--- src/rtl/clk_div_ctrl.sv ---
// Scale controller for the programmable clock divider: round-robin arbitration of scale
// requests, applied just after a falling edge of div_clk_out. Optional macro: CLK_DIV_CTRL_TIMEOUT_EN.
module clk_div_ctrl #(
    parameter int unsigned NREQ          = 4,
    parameter int unsigned SCALE_W       = 32,
    parameter int unsigned DEFAULT_SCALE = 1000,
    parameter int unsigned MIN_SCALE     = 2,
    parameter int unsigned TIMEOUT       = 65535
) (
    input  logic                    clk,
    input  logic                    reset,
    input  logic [NREQ-1:0]         req,
    input  logic [NREQ*SCALE_W-1:0] req_scale,
    output logic [NREQ-1:0]         gnt,
    output logic                    clamped,
    output logic                    busy,
    input  logic                    div_clk_out,
    output logic [SCALE_W-1:0]      scale,
    output logic                    div_reset,
    output logic                    timeout
);
    localparam int unsigned IDX_W = (NREQ > 1) ? $clog2(NREQ) : 1;

    typedef enum logic [1:0] {IDLE, WAIT_EDGE, LOAD, ACK} state_t;

    state_t             state_q, state_d;
    logic [IDX_W-1:0]   ptr_q, ptr_d;
    logic [IDX_W-1:0]   win_q, win_d;
    logic [SCALE_W-1:0] pend_q, pend_d;
    logic               clamp_q, clamp_d;
    logic               edge_q;
    logic               fall;
    logic               force_load;

    logic               found;
    logic [IDX_W-1:0]   pick;
    logic [SCALE_W-1:0] pick_raw;
    logic [SCALE_W-1:0] pick_clamp;
    logic               pick_low;

    assign fall = edge_q & ~div_clk_out;

    // Round-robin search starting at the pointer
    always_comb begin
        int unsigned idx;
        found = 1'b0;
        pick  = ptr_q;
        idx   = 0;
        for (int unsigned i = 0; i < NREQ; i++) begin
            idx = 32'(ptr_q) + i;
            if (idx >= NREQ) begin
                idx = idx - NREQ;
            end
            if (!found && req[IDX_W'(idx)]) begin
                found = 1'b1;
                pick  = IDX_W'(idx);
            end
        end
    end

    assign pick_raw   = req_scale[32'(pick) * SCALE_W +: SCALE_W];
    assign pick_low   = (pick_raw < SCALE_W'(MIN_SCALE));
    assign pick_clamp = pick_low ? SCALE_W'(MIN_SCALE) : pick_raw;

    // Next-state logic
    always_comb begin
        state_d = state_q;
        ptr_d   = ptr_q;
        win_d   = win_q;
        pend_d  = pend_q;
        clamp_d = clamp_q;
        case (state_q)
            IDLE: begin
                if (found) begin
                    win_d   = pick;
                    pend_d  = pick_clamp;
                    clamp_d = pick_low;
                    state_d = (pick_clamp == scale) ? ACK : WAIT_EDGE;
                end
            end
            WAIT_EDGE: begin
                if (fall || force_load) begin
                    state_d = LOAD;
                end
            end
            LOAD: begin
                state_d = ACK;
            end
            ACK: begin
                state_d = IDLE;
                ptr_d   = (win_q == IDX_W'(NREQ - 1)) ? '0 : win_q + 1'b1;
            end
            default: begin
                state_d = IDLE;
            end
        endcase
    end

    // State and registered outputs; outputs follow the state being entered
    always_ff @(posedge clk or negedge reset) begin
        if (!reset) begin
            state_q   <= IDLE;
            ptr_q     <= '0;
            win_q     <= '0;
            pend_q    <= '0;
            clamp_q   <= 1'b0;
            edge_q    <= 1'b0;
            scale     <= SCALE_W'(DEFAULT_SCALE);
            div_reset <= 1'b1;
            gnt       <= '0;
            clamped   <= 1'b0;
            busy      <= 1'b0;
        end else begin
            state_q   <= state_d;
            ptr_q     <= ptr_d;
            win_q     <= win_d;
            pend_q    <= pend_d;
            clamp_q   <= clamp_d;
            edge_q    <= div_clk_out;
            busy      <= (state_d != IDLE);
            div_reset <= (state_d == LOAD);
            gnt       <= (state_d == ACK) ? (NREQ'(1) << win_d) : '0;
            clamped   <= (state_d == ACK) && clamp_d;
            if (state_d == LOAD) begin
                scale <= pend_d;
            end
        end
    end

`ifdef CLK_DIV_CTRL_TIMEOUT_EN
    localparam int unsigned CNT_W = $clog2(TIMEOUT + 1);

    logic [CNT_W-1:0] cnt_q;
    logic             forced_q;

    assign force_load = (state_q == WAIT_EDGE) && !fall && (cnt_q == CNT_W'(TIMEOUT - 1));

    // Edge-wait counter, restarted on every WAIT_EDGE entry; forced flag reported in ACK
    always_ff @(posedge clk or negedge reset) begin
        if (!reset) begin
            cnt_q    <= '0;
            forced_q <= 1'b0;
            timeout  <= 1'b0;
        end else begin
            cnt_q   <= (state_q == WAIT_EDGE) ? cnt_q + 1'b1 : '0;
            timeout <= (state_d == ACK) && forced_q;
            if (state_q == ACK) begin
                forced_q <= 1'b0;
            end else if (force_load) begin
                forced_q <= 1'b1;
            end
        end
    end
`else
    logic unused_timeout_cfg;

    assign force_load         = 1'b0;
    assign timeout            = 1'b0;
    assign unused_timeout_cfg = (TIMEOUT == 0);
`endif

endmodule

--- config.mk ---
export PLATFORM = sky130hd
export DESIGN_NAME = clk_div_ctrl
export DESIGN_NICKNAME = d
export VERILOG_FILES = /design/src/rtl/clk_div_ctrl.sv
export SDC_FILE = /design/constraint.sdc
export NUM_CORES = 1
export LEC_CHECK = 0
export BUFFER_PORTS_ARGS = -buffer_cell sky130_fd_sc_hd__buf_2
export CAP_MARGIN = 20
export CORE_UTILIZATION = 46
export DETAILED_ROUTE_END_ITERATION = 10
export PLACE_DENSITY = 0.78
export REMOVE_ABC_BUFFERS = 1
export SLEW_MARGIN = 40
export SYNTH_ARGS = -nofsm -noshare
export SYNTH_HDL_FRONTEND = slang
export SYNTH_SLANG_ARGS = --single-unit
--- constraint.sdc ---
create_clock -name clk -period 3 [get_ports clk]
set_input_delay 0.6 -clock clk [delete_from_list [all_inputs] [get_ports clk]]
set_output_delay 0.6 -clock clk [all_outputs]
set_load 0.01 [all_outputs]
==> impl_metrics.json <==
{
  "gp_congestion": 0.885,
  "antenna_cells": 0,
  "cts_max_level": 3,
  "nets": 934,
  "grt_pass1_vias": 5536,
  "min_path_type": "primary input to asynchronous set/reset pin",
  "antenna_left": 0,
  "synth_flop_cell": "dfrtp_1",
  "skew_ns": 0.0136,
  "crit_start": "ptr_q[1]",
  "rsz0062_at_grt": "yes",
  "required_ns": 3.23,
  "die_x_um": 105,
  "die_h_um": 105,
  "cts_made_buffers": 9,
  "synthesis.area_um2": 4870,
  "die_area_um2": 11000,
  "cts_tree": "built",
  "status": "finished, violations left",
  "area_growth_pct": 43.7,
  "clk_latency_ns": 0.35,
  "p_leak_uw": 0.00358,
  "wl_per_cell_um": 18.2,
  "fin_ws_ns": -0.610,
  "ys_warn_count": 0,
  "fin_area_um2": 7000,
  "peakVddDrop_v": 0.000539,
  "synthTopCellsByArea": "dfrtp_1 37%, mux2_2 7.9%, and3_1 7.4%",
  "r2r-end": "scale[0]",
  "rows": 37,
  "max_slew_margin_pct": 51.5,
  "yosysMostFrequentCell": "dfrtp_1",
  "r2r_cells": 12,
  "antenna_found_initial": 0,
  "crit_fanout": 11,
  "dp_cells": 913,
  "syn-instance-count": 555,
  "power_density_nw_per_um2": 978,
  "io_pins": 175,
  "syn_avg_cell_area_um2": 8.78,
  "cts_root_buf": "clkbuf_8",
  "whs_ns": 0.272,
  "hold_viol": 0,
  "grt_pass1_wl_um": 27200,
  "drive_above_1_share_pct": 44.6,
  "crit_arrival_ns": 3.84,
  "min_period_ns": 3.61,
  "initial_core_util_pct": 47.4,
  "crit_path_end_kind": "register",
  "detailed_place_hpwl_um": 12000,
  "fin_cells": 938,
  "seq_area_frac_synth_pct": 40.8,
  "clock_path_buffers": 2,
  "r2r_start": "ptr_q[1]",
  "portBuffers": 173,
  "routed_via_density": 5.99,
  "worstSetupPathType": "register to register",
  "grtUsageTotal_pct": 31.6,
  "dpl_cell_area_um2": 6590,
  "ys_ff_latch": 79,
  "coreArea_um2": 10300,
  "yosys.cell_types.count": 54,
  "async_flop_share_pct": 100,
  "cts_num_sinks": 79,
  "drtIter0Drc": 394,
  "wirelength_um": 17000,
  "gr-total-overflow": 0,
  "drv_cap": 0,
  "synth_edf_count": 0,
  "finalCritPeriodShare_pct": 120,
  "dr.pass1.iters": 5,
  "drv_slew": 0,
  "critical_path.startpoint_type": "register",
  "yosys.area.top_type": "dfrtp_1",
  "timing.fmax_mhz": 277,
  "violations": "setup timing",
  "worst_pin_slew_ns": 0.728,
  "crit_path_end": "scale[0]",
  "drc": 0,
  "dp_slack_ns": -1.19,
  "vias": 5616,
  "grt_max_degree": 80,
  "r2r_slack_ns": -0.61,
  "finalSetupViolCount": 11,
  "setup_tns_ns": -5.21,
  "synth_commonest_cells": "72 x dfrtp_1, 66 x o21ai_0, 64 x nand2_1, 58 x and3_1, 58 x nand3_1",
  "clk_pin_slew_ns": 0.08,
  "synth_top_area_share_pct": 37.0,
  "fillers": 825,
  "cts_hold_buffers": 0
}
## through the flow
step	utilization [%]	total power, uW
global placement	64.1	5550
detailed placement	64.1	5720
finish	68.1	6840
global route	68.1	7270
CTS	67.7	6720
floorplan	-	3880
## cell usage in the layout, fill, tap and decap left out, types with 2 or more instances in the layout
cell       synthesis  final
buf_2              5    172
buf_4              2     88
dfrtp_1           72     72
nand2_1           64     64
o21ai_0           66     62
nand3_1           58     57
and3_1            58     57
mux2_2            34     34
a21oi_1           27     26
a211o_1           26     26
buf_12             0     11
o22ai_1           10     10
clkbuf_8           0      9
dfstp_2            7      7
nor2b_1            6      6
a211oi_1           6      6
a22oi_1           10      6
o31ai_1            5      5
nor3_1             6      5
nor4_1             5      4
a22oi_2            0      4
nand4_1            4      4
nand4b_1           4      4
o21ai_1            1      3
nand3b_1           3      3
a21bo_2            3      3
clkinv_2           0      3
buf_6              1      3
nand2b_1           2      2
or4_4              1      2
or2_2              2      2
a2bb2oi_1          2      2
nor3b_2            0      2
bufinv_16          0      2
## registers in the layout, indices dropped and copies added, names as in the netlist
signal,count
state_q,2
pend_q,32
clamp_q,1
edge_q,1
gnt,4
win_q,2
ptr_q,2
scale,32
busy,1
clamped,1
div_reset,1
## layout make-up
type / count / area [um2] / share of cell area [%]
Timing Repair Buffer: 275 / 1810 / 25.8
Sequential cell: 79 / 1990 / 28.4
Multi-Input combinational cell: 432 / 2830 / 40.4
Tap cell: 136 / 170 / 2.43
Inverter: 1 / 3.75 / 0.0536
Clock buffer: 10 / 128 / 1.82
Clock inverter: 5 / 75.1 / 1.07
## report_power, final
part	switching, uW	internal, uW	total (uW)
clock	380	460	840
combinational	2170	1990	4160
sequential	302	1540	1850
## worst max-delay path: stages (launching register included)
cell and delay [ns]:
dfrtp_1 0.41, and3b_2 0.23, or4_4 0.47, buf_12 0.18
and3_4 0.17, a211o_1 0.29, a222oi_1 0.42, nand4_1 0.23
or4_4 0.49, buf_4 0.17, nand2_1 0.06, o21ai_1 0.08
mux2_2 0.28
## worst min path at each step
stage and to:
6_report busy, 5_1_grt busy, 4_1_cts pend_q[25], 3_5_place_dp pend_q[31]
3_3_place_gp pend_q[30], 2_1_floorplan busy
## layer usage
| layer | up-vias | global-route usage [%] | wire length (um) |
|---|---|---|---|
| li1 | 2565 | - | - |
| met2 | 308 | 54.3 | 8390 |
| met4 | 0 | 13.6 | 631 |
| met1 | 2671 | 39.0 | 6770 |
| met5 | - | 0 | 0 |
| met3 | 72 | 5.30 | 1260 |
## cell families (layout without fill, tap and decap cells)
kind of cell	Yosys count	in the layout	share of synthesized area (%)
multiplexers	35	35	8.07
buffers and inverters	44	291	3.83
XOR/XNOR	2	2	0.360
adder cells (fa/ha/maj)	1	1	0.257
other	1	1	0.0770
AO/OA/AOI/OAI	166	166	21.8
AND/OR/NAND/NOR	227	227	24.8
flip-flops	79	79	40.8
## what timing repair did
action                                  in CTS  in global routing
pin swaps                                    3                  3
endpoints found under the hold margin        0                  0
gates resized for setup                     14                 12
cloned                                       1                  0
buffers inserted                             8                  1
endpoints found under the setup margin      11                 11
(Power assumes the default switching activity.)
